[src/rtl/alu_rs_pkg.sv]
// Shared widths, tag encoding and entry layout for the ALU reservation station.
// The snoop helper is used both for dispatch-cycle capture and for wakeup.
package alu_rs_pkg;

  localparam int TAG_W  = 4;
  localparam int DATA_W = 32;
  localparam int NAME_W = 5;
  localparam int OP_W   = 6;

  localparam logic [TAG_W-1:0] TAG_FREE = '1;
  localparam logic             ENABLE   = 1'b1;
  localparam logic             DISABLE  = 1'b0;

  typedef struct packed {
    logic [TAG_W-1:0]  tag;
    logic [DATA_W-1:0] data;
  } operand_t;

  typedef struct packed {
    logic              en;
    logic [TAG_W-1:0]  tag;
    logic [DATA_W-1:0] data;
  } cdb_t;

  typedef struct packed {
    logic [OP_W-1:0]   op;
    operand_t          src1;
    operand_t          src2;
    logic [TAG_W-1:0]  dst_tag;
    logic [NAME_W-1:0] dst_name;
  } entry_t;

  // A free operand never compares against a bus; ALU wins a double match.
  function automatic operand_t snoop(operand_t opnd, cdb_t alu, cdb_t ls);
    operand_t res;
    res = opnd;
    if (opnd.tag != TAG_FREE) begin
      if (alu.en && alu.tag == opnd.tag) begin
        res.tag  = TAG_FREE;
        res.data = alu.data;
      end else if (ls.en && ls.tag == opnd.tag) begin
        res.tag  = TAG_FREE;
        res.data = ls.data;
      end
    end
    return res;
  endfunction

endpackage

[src/rtl/rs_prio_pick.sv]
// Lowest-index priority encoder: returns the index of the lowest set request
// bit and whether any bit was set.
module rs_prio_pick #(
  parameter int N     = 8,
  parameter int IDX_W = $clog2(N)
) (
  input  logic [N-1:0]     i_req,
  output logic [IDX_W-1:0] o_idx,
  output logic             o_found
);

  // NOTE: combinational blocks use blocking '=' and assign every output a
  // default first, so no latch is inferred; scanning high-to-low lets the
  // lowest set bit overwrite last.
  always_comb begin
    o_idx   = '0;
    o_found = 1'b0;
    for (int i = N - 1; i >= 0; i--) begin
      if (i_req[i]) begin
        o_idx   = IDX_W'(i);
        o_found = 1'b1;
      end
    end
  end

endmodule

[src/rtl/alu_rs.sv]
// ALU reservation station: captures dispatched operands, wakes them from the
// ALU/LS broadcast buses, and issues the lowest ready entry through a skid-free
// registered valid/ready port.
module alu_rs
  import alu_rs_pkg::*;
#(
  parameter int ENTRIES = 8
) (
  input  logic              clk,
  input  logic              rst,
  input  logic              disp_valid,
  input  logic [OP_W-1:0]   disp_op,
  input  logic [TAG_W-1:0]  disp_tag_o,
  input  logic [DATA_W-1:0] disp_data_o,
  input  logic [TAG_W-1:0]  disp_tag_t,
  input  logic [DATA_W-1:0] disp_data_t,
  input  logic [TAG_W-1:0]  disp_dst_tag,
  input  logic [NAME_W-1:0] disp_dst_name,
  output logic              rs_full,
  input  logic              alu_cdb_en,
  input  logic [TAG_W-1:0]  alu_cdb_tag,
  input  logic [DATA_W-1:0] alu_cdb_data,
  input  logic              ls_cdb_en,
  input  logic [TAG_W-1:0]  ls_cdb_tag,
  input  logic [DATA_W-1:0] ls_cdb_data,
  output logic              iss_valid,
  input  logic              iss_ready,
  output logic [OP_W-1:0]   iss_op,
  output logic [DATA_W-1:0] iss_src1,
  output logic [DATA_W-1:0] iss_src2,
  output logic [TAG_W-1:0]  iss_dst_tag,
  output logic [NAME_W-1:0] iss_dst_name
);

  localparam int IDX_W = $clog2(ENTRIES);

  logic [ENTRIES-1:0] r_valid;
  entry_t             r_ent [ENTRIES];

  logic [ENTRIES-1:0] w_ready;
  logic [IDX_W-1:0]   w_free_idx;
  logic [IDX_W-1:0]   w_pick_idx;
  logic               w_free_found;
  logic               w_pick_found;
  logic               w_adv;
  logic               w_disp_we;
  cdb_t               w_alu_cdb;
  cdb_t               w_ls_cdb;
  entry_t             w_disp_ent;

  assign w_alu_cdb = '{en: alu_cdb_en, tag: alu_cdb_tag, data: alu_cdb_data};
  assign w_ls_cdb  = '{en: ls_cdb_en,  tag: ls_cdb_tag,  data: ls_cdb_data};

  assign rs_full   = &r_valid;
  assign w_disp_we = disp_valid && w_free_found;
  assign w_adv     = !iss_valid || iss_ready;

  // Readiness comes from registered tags only, so a wake at edge N is
  // selectable in the following cycle.
  always_comb begin
    w_ready = '0;
    for (int i = 0; i < ENTRIES; i++) begin
      w_ready[i] = r_valid[i] && (r_ent[i].src1.tag == TAG_FREE)
                              && (r_ent[i].src2.tag == TAG_FREE);
    end
  end

  always_comb begin
    w_disp_ent          = '0;
    w_disp_ent.op       = disp_op;
    w_disp_ent.src1     = snoop('{tag: disp_tag_o, data: disp_data_o}, w_alu_cdb, w_ls_cdb);
    w_disp_ent.src2     = snoop('{tag: disp_tag_t, data: disp_data_t}, w_alu_cdb, w_ls_cdb);
    w_disp_ent.dst_tag  = disp_dst_tag;
    w_disp_ent.dst_name = disp_dst_name;
  end

  rs_prio_pick #(.N(ENTRIES)) u_free_pick (
    .i_req   (~r_valid),
    .o_idx   (w_free_idx),
    .o_found (w_free_found)
  );

  rs_prio_pick #(.N(ENTRIES)) u_ready_pick (
    .i_req   (w_ready),
    .o_idx   (w_pick_idx),
    .o_found (w_pick_found)
  );

  // NOTE: entry payload is deliberately left out of reset; the valid bits
  // alone decide whether a slot means anything, which keeps this a plain RAM.
  always_ff @(posedge clk) begin
    for (int i = 0; i < ENTRIES; i++) begin
      if (w_disp_we && (w_free_idx == IDX_W'(i))) begin
        r_ent[i] <= w_disp_ent;
      end else if (r_valid[i]) begin
        r_ent[i].src1 <= snoop(r_ent[i].src1, w_alu_cdb, w_ls_cdb);
        r_ent[i].src2 <= snoop(r_ent[i].src2, w_alu_cdb, w_ls_cdb);
      end
    end
  end

  // NOTE: sequential state uses non-blocking '<=' so every register samples
  // pre-edge values; the issue clear and the dispatch set never hit the same
  // slot because one is valid and the other free.
  always_ff @(posedge clk) begin
    if (rst) begin
      r_valid      <= '0;
      iss_valid    <= DISABLE;
      iss_op       <= '0;
      iss_src1     <= '0;
      iss_src2     <= '0;
      iss_dst_tag  <= '0;
      iss_dst_name <= '0;
    end else begin
      if (w_adv) begin
        if (w_pick_found) begin
          iss_valid            <= ENABLE;
          iss_op               <= r_ent[w_pick_idx].op;
          iss_src1             <= r_ent[w_pick_idx].src1.data;
          iss_src2             <= r_ent[w_pick_idx].src2.data;
          iss_dst_tag          <= r_ent[w_pick_idx].dst_tag;
          iss_dst_name         <= r_ent[w_pick_idx].dst_name;
          r_valid[w_pick_idx]  <= 1'b0;
        end else begin
          iss_valid <= DISABLE;
        end
      end
      if (w_disp_we) begin
        r_valid[w_free_idx] <= 1'b1;
      end
    end
  end

endmodule
[config.mk]
export PLATFORM = sky130hd
export DESIGN_NAME = alu_rs
export DESIGN_NICKNAME = d
export VERILOG_FILES = /design/src/rtl/alu_rs_pkg.sv /design/src/rtl/rs_prio_pick.sv /design/src/rtl/alu_rs.sv
export SDC_FILE = /design/constraint.sdc
export NUM_CORES = 2
export LEC_CHECK = 0
export BUFFER_PORTS_ARGS = -buffer_cell sky130_fd_sc_hd__buf_4
export CAP_MARGIN = 20
export CORE_ASPECT_RATIO = 1.2
export CORE_UTILIZATION = 40
export CTS_CLUSTER_DIAMETER = 40
export DETAILED_ROUTE_END_ITERATION = 6
export HOLD_SLACK_MARGIN = 0.15
export SLEW_MARGIN = 20
export SYNTH_ARGS = -nofsm -noshare
export SYNTH_HDL_FRONTEND = slang
export SYNTH_HIERARCHICAL = 1
export SYNTH_SLANG_ARGS = --single-unit
export TNS_END_PERCENT = 5
[constraint.sdc]
create_clock -name clk -period 6.9 [get_ports clk]
set_input_delay 0.69 -clock clk [delete_from_list [all_inputs] [get_ports clk]]
set_output_delay 0.69 -clock clk [all_outputs]
set_load 0.01 [all_outputs]
======== After elaboration in Yosys (flattened, before gate mapping) ========
Memories as Yosys holds them, arrays and structs flattened. A register that Yosys moved wholly into a read port is not among the register bits.
Cells that the tools add are included.
word-level totals
  flip-flop bits (word level) ............. 9
  bits in writable memories ............... 696
  input bits .............................. 165
  output and inout bits ................... 81
  word-level logic and storage cells ...... 355
  memories kept ........................... 1
memory list
  name   words  width  read ports  clocked after Yosys merged registers in  write ports  RTL line      source
  r_ent  8      87     9           1                                        8            alu_rs.sv:38  entry_t r_ent [ENTRIES];
operators by class
  $lt $le $gt $ge ......................... 4
  equality and inequality tests ........... 77
  multiplexer cells ....................... 183
  bitwise logic cells ..................... 20
  reductions and logical operators ........ 68
operators by type and width
  cell                  number
  $mux W36              102
  $eq A4 B4 Y1          36
  $ne A4 B4 Y1 const B  18
  $eq A4 B4 Y1 const B  16
  $logic_and A1 B1 Y1   63
  $mux W1               59
  $mux W3               16
  $mux W8               4
  $not A8 Y8            2
  $or A1 B1 Y1          16
  $eq A3 B3 Y1 const B  4
  $and A8 B8 Y8         1
  $lt A3 B4 Y1 const B  2
  $or A8 B8 Y8          1
  $reduce_and A8 Y1     1
  $demux W1 S3          2
  $eq A3 B2 Y1 const B  2
  $ge A3 B1 Y1 const B  2
  $eq A3 B1 Y1 const B  1
  $logic_not A3 Y1      1
  $reduce_and A2 Y1     1
  $logic_not A1 Y1      1
  $logic_or A1 B1 Y1    1

======== Logic depth before layout (Yosys ltp) ========
An unclocked memory read counts as a cell.
  word-level depth ........................ 23
  gate-level depth with buffers ........... 12
  gate-level depth less buffers ........... 8

======== Hierarchy ========
The synthesis kept the hierarchy.
by module, submodules not included
  module        instances  cells an instance  area an instance (um^2)  sequential area each (um^2)
  alu_rs        1          3129               44216.2                  22661.7
  rs_prio_pick  2          13                 80.1                     0.0

======== Worst setup path after synthesis ========
OpenSTA, ideal clock, no wires.
  path type ............................... in2reg
  start ................................... in alu_cdb_tag[2]
  end ..................................... mem r_ent[0][45] in the netlist's numbering (enable)
  setup time .............................. 0.479 ns
  arrival ................................. 4.650 ns
  data required time ...................... 6.421 ns
  setup slack ............................. 1.771 ns
  stages .................................. 7
  buffers on the path ..................... 3
  cell sequence ........................... buf_4 -> buf_2 -> xor2_1 -> nor4_4 -> buf_2 -> a31oi_1 -> o21ai_0
RTL lines
  what         RTL line      source
  from (decl)  alu_rs.sv:21  input logic [TAG_W-1:0] alu_cdb_tag,
  to (decl)    alu_rs.sv:38

==> results.txt <==
----------------------------------------------------
[Final layout]
  Filler instances ... 9,555
  Post-layout nets ... 3,419
  Layout cells sized above 1 ... 24.8%
  Final instance area ... 51,900 sq um
  Area growth syn-to-layout ... 17.0%

[Setup path]
  Critical Path AT ... 4.88 ns
  Worst setup path class ... flip-flop to flip-flop
  Sort of element at the end of the critical path ... flip-flop
  Maximum fanout along the worst path ... 40
  Worst Setup Start Kind ... flip-flop
  Data required time at the worst endpoint ... 7.33 ns

[Logic synthesis]
  Post-synth top cells ... 1,039 x mux2i_1, 696 x edfxtp_1, 249 x clkbuf_1, 158 x mux4_2
  Post-synth ARST share ... 0%
  Fraction of the yosys area taken by sequential cells ... 51.1%
  Number of library cell types mapped by synthesis ... 54
  Average size of a mapped cell ... 14.1 sq um
  Yosys top cell area share ... 47.1%
  Ys flop type ... edfxtp_1
  Leading cell types by total area after synthesis ... edfxtp_1 47%, mux2i_1 23%, mux4_2 8.0%, dfxtp_1 4.0%, clkbuf_1 2.1%
  Nets in the synthesized netlist ... 3,320
  Total standard cell area after synthesis ... 44,400 sq um
  Number of flip-flops and latches in the synthesized netlist ... 784
  Most area-hungry cell type in the Yosys netlist ... edfxtp_1
  Number of warnings reported in the yosys synthesis log ... 6
  Top-count cell post-synth ... mux2i_1
  Instance count of the mapped netlist ... 3,155
  Number of flops mapped to enable cells by yosys ... 696

[Run status]
  Run status ... finished clean

[STA]
  Minimum clock period after layout ... 4.45 ns
  Worst max-slew margin expressed relative to the limit ... 21.2%
  Transition time at the pin with the least slew margin ... 1.18 ns
  Setup TNS ... 0 ns
  Clock skew ... 0.0311 ns
  Final setup viols ... 0
  Final Hold Fails ... 0
  RSZ-0062 raised after global routing ... no
  Fmax ... 225 MHz
  Fin crit share ... 64.5%
  Final count of pins violating max slew ... 0

[Routing]
  Routed length per instance ... 31.7 um
  Detailed-routed wire length on met3 ... 10.4 mm
  First-iteration detailed-routing DRC count ... 2,996
  Vias per cell ... 6.24
  Remaining antenna violation count after routing ... 0
  Uppermost routed layer ... met5
  Wire length reported by the detailed router ... 152 mm
  Number of remaining DRC errors ... 0
  Metal1 wirelength ... 61.0 mm
  Iteration count of the initial detailed-routing pass ... 6
  Metal2 WL ... 74.4 mm
  Vias ... 29,820

[Job]
  Number of max-capacitance violations reported ... 0

[Floorplanning]
  Starting density of the core ... 40.4%
  Total number of placement rows ... 133
  Num ports ... 246
  Vert. Die Dim ... 367 um
  Area of the core ... 110,000 sq um
  Floorplan die area ... 112,000 sq um
  Die width ... 306 um

[Global route]
  Global-route usage over all layers ... 26.7%
  Pin count of the biggest net entering global routing ... 87
  Overflow left after global routing ... 0
  Number of antenna violations at the first check in global routing ... 4
  Via count of the first global-routing pass ... 30,878
  Global-route wire length before repair ... 218 mm

[Clock tree]
  Clock network latency to the later pin of the worst-skew pair ... 0.76 ns
  Clock transition at path regs ... 0.06 ns
  Number of hold-repair buffers added at the cts stage ... 13
  TritonCTS clock tree ... done
  Clock buffer count from CTS ... 131
  Gates resized, CTS repair ... 0
  Clock tree root buffer cell ... clkbuf_16
  Total setup buffers inserted after CTS ... 0
  Number of sinks driven by the clock tree ... 784
  Clock buffer depth ... 3
  Htree depth ... 4

[Power and ir drop]
  Sequential cell fraction of total power ... 40.8%
  Part of the total power dissipated in the clock network ... 49.5%
  Static leakage ... 19.0 nW
  Power density over the cells ... 253 nW/um^2
  Internal Pwr Total ... 9.75 mW
  Combinational fraction of design power ... 9.8%
  Max VDD drop ... 0.238 mV
  Sw Ratio ... 25.7%
  Switching Power ... 3.37 mW

[Place]
  Instance area at placement ... 47,500 sq um
  HPWL Detailed ... 86.7 mm
  Weighted congestion reported at the end of routability-driven placement ... 0.870
  Number of buffers added on ports ... 245

[Worst hold path]
  Class of the worst hold path ... input pin to flip-flop

----------------------------------------------------
==> flip-flops by register name (all words and copies together), names as in the netlist <==
name,cells
iss_dst_name,5
iss_dst_tag,4
iss_op,6
iss_src1,32
iss_src2,32
iss_valid,1
r_ent,696
r_valid,8
==> cell families (layout without fill, tap and decap cells) <==
logic type	count (synthesis)	count (layout)	synth area share [%]
AOI/OAI and AO/OA	280	280	6.38
xor gates and xnor gates	144	144	2.84
buffers and inverters	386	593	3.62
DFF	784	784	51.1
muxes	1199	1199	31.5
other	0	1	0
and+or+nand+nor	362	362	4.58
==> path summary, 6_finish.rpt <==
check / startpoint / endpoint / slack (ns) / depth (start not counted)
worst min-delay path: disp_dst_name[1] / r_ent[7][1] / 0.18 / 1
worst min register to register: iss_dst_name[1] / iss_dst_name[1] / 0.50 / 2
worst max-delay path: r_valid[4] / r_ent[4][55] / 2.45 / 8
worst max register to register: r_valid[4] / r_ent[4][55] / 2.45 / 8
==> per-layer routing <==
metal | vias up | global-route usage (%)
met1 | 15588 | 33.9
met2 | 1356 | 45.0
met5 | - | 0
li1 | 12533 | -
met3 | 337 | 4.79
met4 | 6 | 10.8
==> cell usage in the layout (no fill, tap or decap), types with 5 or more instances in the layout <==
cell type / Yosys / routed
nor2b_1: 6 / 5
nor3_1: 29 / 29
o21ai_4: 0 / 16
nand2_4: 0 / 8
o221ai_4: 29 / 29
a211oi_1: 81 / 80
edfxtp_1: 696 / 696
clkinv_2: 0 / 13
clkinvlp_4: 0 / 12
xor2_1: 106 / 106
nor4_4: 10 / 16
a31oi_1: 16 / 16
clkinv_1: 0 / 13
o22ai_2: 20 / 20
buf_4: 11 / 311
xnor2_1: 38 / 38
a21oi_1: 19 / 19
clkinv_4: 0 / 13
mux4_2: 158 / 158
dlygate4sd3_1: 0 / 13
o221ai_2: 29 / 29
or3_1: 23 / 22
inv_6: 0 / 18
inv_1: 22 / 22
dfxtp_1: 88 / 88
nand4_1: 20 / 20
nand2_1: 106 / 98
o22ai_1: 44 / 44
o21ai_0: 21 / 5
or3_4: 9 / 10
nor2_1: 97 / 97
mux2i_1: 1039 / 1039
bufinv_16: 0 / 10
clkbuf_1: 249 / 18
nand3b_1: 34 / 34
clkbuf_16: 0 / 131
==> final cells by class <==
type	count	area, sq um	area share, %
clock buffers	149	3350	6.44
multi-input cells	1985	20500	39.4
repair buffers	330	2590	4.98
flip-flops and latches	784	22700	43.6
well taps	1417	1770	3.41
inverters	22	82.6	0.159
clock inverters	92	1010	1.94
diodes	1	2.50	0.00482
==> power by group through the flow <==
stage / combinational (mW) / clock [mW] / sequential (mW)
floorplan: 0.819 / 0 / 5.43
global placement: 1.22 / 0 / 5.44
detailed placement: 1.26 / 0 / 5.44
CTS: 1.27 / 6.54 / 5.35
global route: 1.35 / 6.74 / 5.35
finish: 1.28 / 6.49 / 5.35
==> critical path, stage by stage, from the launching register on <==
cell	delay, ns
dfxtp_1	0.57
inv_1	0.17
nor2_1	0.13
o21ai_0	0.09
a211oi_1	0.71
or3_4	0.73
buf_4	0.82
o21ai_4	0.39
buf_4	0.42
==> stage by stage <==
| stage | util, % | setup slack (ns) | hold WS, ns | total power, mW | std cells |
|---|---|---|---|---|---|
| final | 47.3 | 2.45 | 0.184 | 13.1 | 4780 |
| after global routing | 47.3 | 2.45 | 0.175 | 13.4 | 4779 |
| after CTS | 47.3 | 2.63 | 0.153 | 13.2 | 4779 |
| after detailed placement | 43.2 | 2.64 | 0.494 | 6.70 | 4525 |
| after global placement | 43.2 | 2.62 | 0.493 | 6.65 | 4523 |
| after floorplan | - | 1.77 | 0.520 | 6.25 | 3155 |
No activity file was read; power rests on OpenSTA's default activity.
